[config.mk]
export PLATFORM = sky130hd
export DESIGN_NAME = tag_req_issuer
export DESIGN_NICKNAME = d
export VERILOG_FILES = /design/src/rtl/tag_req_issuer.sv
export SDC_FILE = /design/constraint.sdc
export NUM_CORES = 1
export LEC_CHECK = 0
export ABC_AREA = 1
export CAP_MARGIN = 20
export CELL_PAD_IN_SITES_DETAIL_PLACEMENT = 1
export CELL_PAD_IN_SITES_GLOBAL_PLACEMENT = 1
export CORE_MARGIN = 3
export CORE_UTILIZATION = 30
export DETAILED_ROUTE_END_ITERATION = 6
export DONT_BUFFER_PORTS = 1
export PLACE_DENSITY = 0.64
export SKIP_CTS_REPAIR_TIMING = 1
export SLEW_MARGIN = 15
export SYNTH_ARGS = -nofsm -noshare
export SYNTH_HDL_FRONTEND = slang
export SYNTH_SLANG_ARGS = --single-unit
[constraint.sdc]
create_clock -name CLK -period 2.94 [get_ports CLK]
set_clock_uncertainty 0.2 [all_clocks]
set_input_delay 0.882 -clock CLK [delete_from_list [all_inputs] [get_ports CLK]]
set_output_delay 0.882 -clock CLK [all_outputs]
set_load 0.03 [all_outputs]
[src/rtl/tag_req_issuer.sv]
// Tag request issuer: pairs upstream requests with id_tracker tags, issues them downstream,
// matches out-of-order responses and retires tags. Optional feature macro: TAG_REQ_ISSUER_TIMEOUT_EN.
module tag_req_issuer #(
    parameter int TAG_COUNT      = 4,
    parameter int TAG_WIDTH      = $clog2(TAG_COUNT),
    parameter int META_WIDTH     = 8,
    parameter int TIMEOUT_CYCLES = 255
) (
    input  logic                  CLK,
    input  logic                  nRST,
    input  logic                  req_valid,
    input  logic [META_WIDTH-1:0] req_meta,
    output logic                  req_ready,
    input  logic                  new_tag_ready,
    input  logic [TAG_WIDTH-1:0]  new_tag,
    output logic                  new_tag_consume,
    output logic                  issue_valid,
    output logic [TAG_WIDTH-1:0]  issue_tag,
    output logic [META_WIDTH-1:0] issue_meta,
    input  logic                  issue_ready,
    input  logic                  resp_valid,
    input  logic [TAG_WIDTH-1:0]  resp_tag,
    output logic                  done_valid,
    output logic [TAG_WIDTH-1:0]  done_tag,
    output logic [META_WIDTH-1:0] done_meta,
    output logic                  done_timeout,
    input  logic                  done_ready,
    output logic                  old_tag_done,
    output logic [TAG_WIDTH-1:0]  old_tag,
    output logic                  spurious_err,
    output logic [TAG_WIDTH:0]    outstanding_count
);

    typedef enum logic [2:0] {
        TAG_FREE,
        TAG_ISSUING,
        TAG_PENDING,
        TAG_RESPONDED,
        TAG_COMPLETING
    } tag_state_e;

    tag_state_e            state_q [TAG_COUNT];
    tag_state_e            state_d [TAG_COUNT];
    logic [META_WIDTH-1:0] meta_q  [TAG_COUNT];
    logic [META_WIDTH-1:0] meta_d  [TAG_COUNT];

    logic                  issue_valid_q, issue_valid_d;
    logic [TAG_WIDTH-1:0]  issue_tag_q, issue_tag_d;
    logic [META_WIDTH-1:0] issue_meta_q, issue_meta_d;
    logic                  done_valid_q, done_valid_d;
    logic [TAG_WIDTH-1:0]  done_tag_q, done_tag_d;
    logic [META_WIDTH-1:0] done_meta_q, done_meta_d;
    logic                  old_tag_done_q, old_tag_done_d;
    logic [TAG_WIDTH-1:0]  old_tag_q, old_tag_d;
    logic                  spurious_q, spurious_d;
    logic [TAG_WIDTH:0]    outstanding_q, outstanding_d;

    logic                  accept, issue_hs, done_hs, resp_hit, load_en, load_found;
    logic [TAG_WIDTH-1:0]  load_tag;

`ifdef TAG_REQ_ISSUER_TIMEOUT_EN
    localparam int CNT_W = $clog2(TIMEOUT_CYCLES + 1);
    logic [CNT_W-1:0] cnt_q [TAG_COUNT];
    logic [CNT_W-1:0] cnt_d [TAG_COUNT];
    logic             tmo_q [TAG_COUNT];
    logic             tmo_d [TAG_COUNT];
    logic             done_timeout_q, done_timeout_d;
`endif

    always_ff @(posedge CLK or negedge nRST) begin
        if (!nRST) begin
            for (int i = 0; i < TAG_COUNT; i++) begin
                state_q[i] <= TAG_FREE;
                meta_q[i]  <= '0;
`ifdef TAG_REQ_ISSUER_TIMEOUT_EN
                cnt_q[i]   <= '0;
                tmo_q[i]   <= 1'b0;
`endif
            end
            issue_valid_q  <= 1'b0;
            issue_tag_q    <= '0;
            issue_meta_q   <= '0;
            done_valid_q   <= 1'b0;
            done_tag_q     <= '0;
            done_meta_q    <= '0;
            old_tag_done_q <= 1'b0;
            old_tag_q      <= '0;
            spurious_q     <= 1'b0;
            outstanding_q  <= '0;
`ifdef TAG_REQ_ISSUER_TIMEOUT_EN
            done_timeout_q <= 1'b0;
`endif
        end else begin
            for (int i = 0; i < TAG_COUNT; i++) begin
                state_q[i] <= state_d[i];
                meta_q[i]  <= meta_d[i];
`ifdef TAG_REQ_ISSUER_TIMEOUT_EN
                cnt_q[i]   <= cnt_d[i];
                tmo_q[i]   <= tmo_d[i];
`endif
            end
            issue_valid_q  <= issue_valid_d;
            issue_tag_q    <= issue_tag_d;
            issue_meta_q   <= issue_meta_d;
            done_valid_q   <= done_valid_d;
            done_tag_q     <= done_tag_d;
            done_meta_q    <= done_meta_d;
            old_tag_done_q <= old_tag_done_d;
            old_tag_q      <= old_tag_d;
            spurious_q     <= spurious_d;
            outstanding_q  <= outstanding_d;
`ifdef TAG_REQ_ISSUER_TIMEOUT_EN
            done_timeout_q <= done_timeout_d;
`endif
        end
    end

    // Handshake decode and lowest-index RESPONDED search for the done register.
    always_comb begin
        req_ready       = new_tag_ready & (~issue_valid_q | issue_ready);
        accept          = req_valid & req_ready;
        new_tag_consume = accept;
        issue_hs        = issue_valid_q & issue_ready;
        done_hs         = done_valid_q & done_ready;
        resp_hit        = resp_valid & (state_q[resp_tag] == TAG_PENDING);
        load_en         = ~done_valid_q | done_hs;
        load_found      = 1'b0;
        load_tag        = '0;
        for (int i = TAG_COUNT - 1; i >= 0; i--) begin
            if (state_q[i] == TAG_RESPONDED) begin
                load_found = 1'b1;
                load_tag   = TAG_WIDTH'(i);
            end
        end
    end

    always_comb begin
        for (int i = 0; i < TAG_COUNT; i++) begin
            state_d[i] = state_q[i];
            meta_d[i]  = meta_q[i];
`ifdef TAG_REQ_ISSUER_TIMEOUT_EN
            cnt_d[i]   = cnt_q[i];
            tmo_d[i]   = tmo_q[i];
`endif
        end
        issue_valid_d  = issue_valid_q;
        issue_tag_d    = issue_tag_q;
        issue_meta_d   = issue_meta_q;
        done_valid_d   = done_valid_q;
        done_tag_d     = done_tag_q;
        done_meta_d    = done_meta_q;
        old_tag_done_d = done_hs;
        old_tag_d      = done_hs ? done_tag_q : old_tag_q;
        spurious_d     = spurious_q | (resp_valid & ~resp_hit);
`ifdef TAG_REQ_ISSUER_TIMEOUT_EN
        done_timeout_d = done_timeout_q;
`endif

        if (issue_hs) begin
            state_d[issue_tag_q] = TAG_PENDING;
            issue_valid_d        = 1'b0;
`ifdef TAG_REQ_ISSUER_TIMEOUT_EN
            cnt_d[issue_tag_q]   = '0;
`endif
        end

`ifdef TAG_REQ_ISSUER_TIMEOUT_EN
        // A real response in the expiry cycle wins over the timeout.
        for (int i = 0; i < TAG_COUNT; i++) begin
            if (state_q[i] == TAG_PENDING && !(resp_hit && resp_tag == TAG_WIDTH'(i))) begin
                if (cnt_q[i] == CNT_W'(TIMEOUT_CYCLES)) begin
                    state_d[i] = TAG_RESPONDED;
                    tmo_d[i]   = 1'b1;
                end else begin
                    cnt_d[i] = cnt_q[i] + CNT_W'(1);
                end
            end
        end
`endif

        if (resp_hit) begin
            state_d[resp_tag] = TAG_RESPONDED;
`ifdef TAG_REQ_ISSUER_TIMEOUT_EN
            tmo_d[resp_tag]   = 1'b0;
`endif
        end

        if (done_hs) begin
            state_d[done_tag_q] = TAG_FREE;
        end

        if (load_en) begin
            done_valid_d = load_found;
            if (load_found) begin
                state_d[load_tag] = TAG_COMPLETING;
                done_tag_d        = load_tag;
                done_meta_d       = meta_q[load_tag];
`ifdef TAG_REQ_ISSUER_TIMEOUT_EN
                done_timeout_d    = tmo_q[load_tag];
`endif
            end
        end

        if (accept) begin
            state_d[new_tag] = TAG_ISSUING;
            meta_d[new_tag]  = req_meta;
            issue_valid_d    = 1'b1;
            issue_tag_d      = new_tag;
            issue_meta_d     = req_meta;
        end

        outstanding_d = '0;
        for (int i = 0; i < TAG_COUNT; i++) begin
            if (state_d[i] != TAG_FREE) begin
                outstanding_d = outstanding_d + (TAG_WIDTH + 1)'(1);
            end
        end
    end

    assign issue_valid       = issue_valid_q;
    assign issue_tag         = issue_tag_q;
    assign issue_meta        = issue_meta_q;
    assign done_valid        = done_valid_q;
    assign done_tag          = done_tag_q;
    assign done_meta         = done_meta_q;
    assign old_tag_done      = old_tag_done_q;
    assign old_tag           = old_tag_q;
    assign spurious_err      = spurious_q;
    assign outstanding_count = outstanding_q;
`ifdef TAG_REQ_ISSUER_TIMEOUT_EN
    assign done_timeout      = done_timeout_q;
`else
    assign done_timeout      = 1'b0;
`endif

endmodule

==> flow_summary.json <==
{
  "setup_viol_count_final": 0,
  "rrSetupSlack_ns": 0.24,
  "regArea_um2": 1830,
  "slew_headroom_pct": 36.2,
  "leakage_nw": 2.18,
  "synthTopCellsByArea": "dfrtp_1 (53%), nand2_1 (12%), o21ai_0 (7.8%)",
  "drtAntennaViolNets": 0,
  "cpLargestDelayFamily": "simple AND/OR/NAND/NOR gates",
  "num_io_pins": 51,
  "post-route-drc-count": 0,
  "clk_root_buffer_cell": "clkbuf_16",
  "cp-end-kind": "register",
  "setup_slack_ns": 0.170,
  "synth.top_cell.area_share_pct": 52.8,
  "outcome": "completed",
  "dpl_cell_area_um2": 3910,
  "grt_overflow_total": 0,
  "ctsHtreeMaxLevel": 3,
  "slew_violations": 0,
  "io_buffers": 0,
  "postSynthCellCount": 426,
  "drive_gt1_share_pct": 21.1,
  "gp_congestion": 0.808,
  "row_count": 38,
  "clkSinkCount": 73,
  "die_area_um2": 12900,
  "syn_to_final_growth_pct": 25.8,
  "final_cell_mix": "nand2_1 (108), dfrtp_1 (73), o21ai_0 (53)",
  "fin_cells": 614,
  "rsz0062_at_grt": "yes",
  "grt_pass1_vias": 3084,
  "synth-edff-count": 0,
  "max_freq_ghz": 0.361,
  "path_clk_slew_ns": 0.07,
  "die_w_um": 113,
  "crit_path_max_incr_delay_ns": 0.24,
  "synthFlopType": "dfrtp_1",
  "clock_path_buffers": 2,
  "yosys_warnings": 0,
  "syn-cell-area_um2": 3460,
  "drtIter0Drc": 109,
  "clk_latency_ns": 0.33,
  "crit_type": "in -> reg",
  "cts_buffers": 9,
  "cts_tree": "built",
  "hpwl_mm": 7.03,
  "initial_core_util_pct": 31.4,
  "cp_slowest_cell": "or2_1",
  "vias": 2907,
  "finalWorstPathRequiredPeriod_ns": 2.77,
  "final-hold-violation-count": 0,
  "synth_cell_types": 32,
  "antenna_found_initial": 0,
  "dp.cells": 594,
  "grt_max_degree": 74,
  "die_h_um": 113,
  "final_util_pct": 39.4,
  "wirelength_mm": 9.61,
  "avgSynthCellArea_um2": 8.12,
  "grt_use_total_pct": 15.8,
  "num-nets-final": 491,
  "fin_area_um2": 4350,
  "drt_first_pass_iters": 4,
  "wl_per_cell_um": 15.7,
  "final_common_cell": "nand2_1",
  "p_total_mw": 4.93,
  "yosysSeqAreaShare_pct": 52.8,
  "crit_path_cell_trace": "inv_6 -> nor2_4 -> nand2_1 -> nand2_1 -> nor2_2 -> nand2_2 -> nor2_4 -> nand2_1 -> o21ai_1 -> nand2_1 -> nand2_1 -> or2_1 -> nor2_4 -> inv_2 -> ha_4 -> inv_2 -> nand4_1 -> and2_4 -> ha_4 -> inv_2 -> nor2_2 -> nand2_1 -> nand2_1",
  "finalCritPeriodShare_pct": 94.2,
  "ys_async_sr_fraction_pct": 100,
  "synth_top_cell_by_area": "dfrtp_1",
  "crit_path_max_fanout": 5,
  "grt_pass1_wl_mm": 16.0,
  "worst-path-buf-inv": 4,
  "cp-start-kind": "primary input",
  "pre_cts_slack_ns": -0.392,
  "antenna_cells": 0,
  "multiInputGateArea_um2": 1450,
  "nFillCells": 1338,
  "ys_ff_latch": 73,
  "whs_ns": 0.0359,
  "coreArea_um2": 11000,
  "crit_top_cell": "nand2_1",
  "syn_nets": 448,
  "arrival_ns": 2.79,
  "power_density_nw_per_um2": 1130,
  "tns_ns": 0,
  "cap_viol_max_count": 0,
  "worst_pin_slew_ns": 0.956,
  "max-vdd-ir-drop_uv": 365,
  "hp-class": "in -> async",
  "vias_per_cell": 4.73,
  "worstPathRequired_ns": 2.96
}
==> power by group <==
group	switching [mW]	internal, mW	total [mW]	leakage (nW)
registers	0.434	1.32	1.76	0.903
clock network	0.455	0.751	1.21	0.153
logic	1.14	0.830	1.97	1.12
==> state kept, by name, summed over array words and instances (netlist names) <==
name and cells:
done_meta 8, done_tag 2, done_valid 1, issue_meta 8, issue_tag 2, issue_valid 1
meta_q 32, old_tag 2, old_tag_done 1, outstanding_count 3, spurious_err 1, state_q 12
==> area by class of cell <==
class,count,area share [%]
Sequential cell,73,42.0
Tap cell,140,4.03
Clock buffer,9,5.18
Timing Repair Buffer,44,7.59
Clock inverter,7,2.33
Multi-Input combinational cell,281,33.4
Inverter,60,5.46
==> cell usage after synthesis, types with 3 or more instances <==
master,instances
nor3_1,5
nor2_4,3
dfrtp_1,73
buf_2,4
ha_1,3
a31oi_1,15
nand2_2,3
nand2_1,112
nand4_1,9
a21oi_1,6
o21ai_0,54
or2_2,3
inv_1,58
clkbuf_1,6
nand3_1,12
nor2_1,42
==> logic make-up (layout without fill, tap and decap cells) <==
| logic type | after synthesis | count (layout) | share of synthesized area [%] |
|---|---|---|---|
| AOI/OAI and AO/OA | 81 | 81 | 12.8 |
| adders and majority gates | 3 | 3 | 1.09 |
| buffers and inverters | 72 | 120 | 8.17 |
| DFF | 73 | 73 | 52.8 |
| other | 1 | 1 | 0.108 |
| and+or+nand+nor | 196 | 196 | 25.1 |
==> path summary, 6_finish.rpt <==
kind,start,endpoint,depth (start not counted)
hold / removal,nRST,issue_meta[2],0
setup / recovery,resp_tag[1],outstanding_count[2],23
hold reg to reg,meta_q[16],meta_q[16],2
min in group CLK,meta_q[16],meta_q[16],2
setup reg to reg,issue_valid,outstanding_count[2],18
max in group asynchronous,nRST,state_q[10],0
==> worst register-to-register path: cells and delay by family (launching register included) <==
kind	cells	cell delay [ns]
fa+ha+maj	2	0.31
buf+inv	4	0.26
flops	1	0.41
simple gates	12	1.43
==> per-layer routing <==
| layer | GRT usage [%] | wire length, um | up-vias |
|---|---|---|---|
| met3 | 2.65 | 319 | 7 |
| met1 | 20.3 | 4300 | 1405 |
| li1 | - | - | 1453 |
| met5 | 0 | 0 | - |
| met2 | 26.9 | 4880 | 42 |
| met4 | 5.45 | 104 | 0 |
Note: power is estimated with default switching activity, not from simulation.
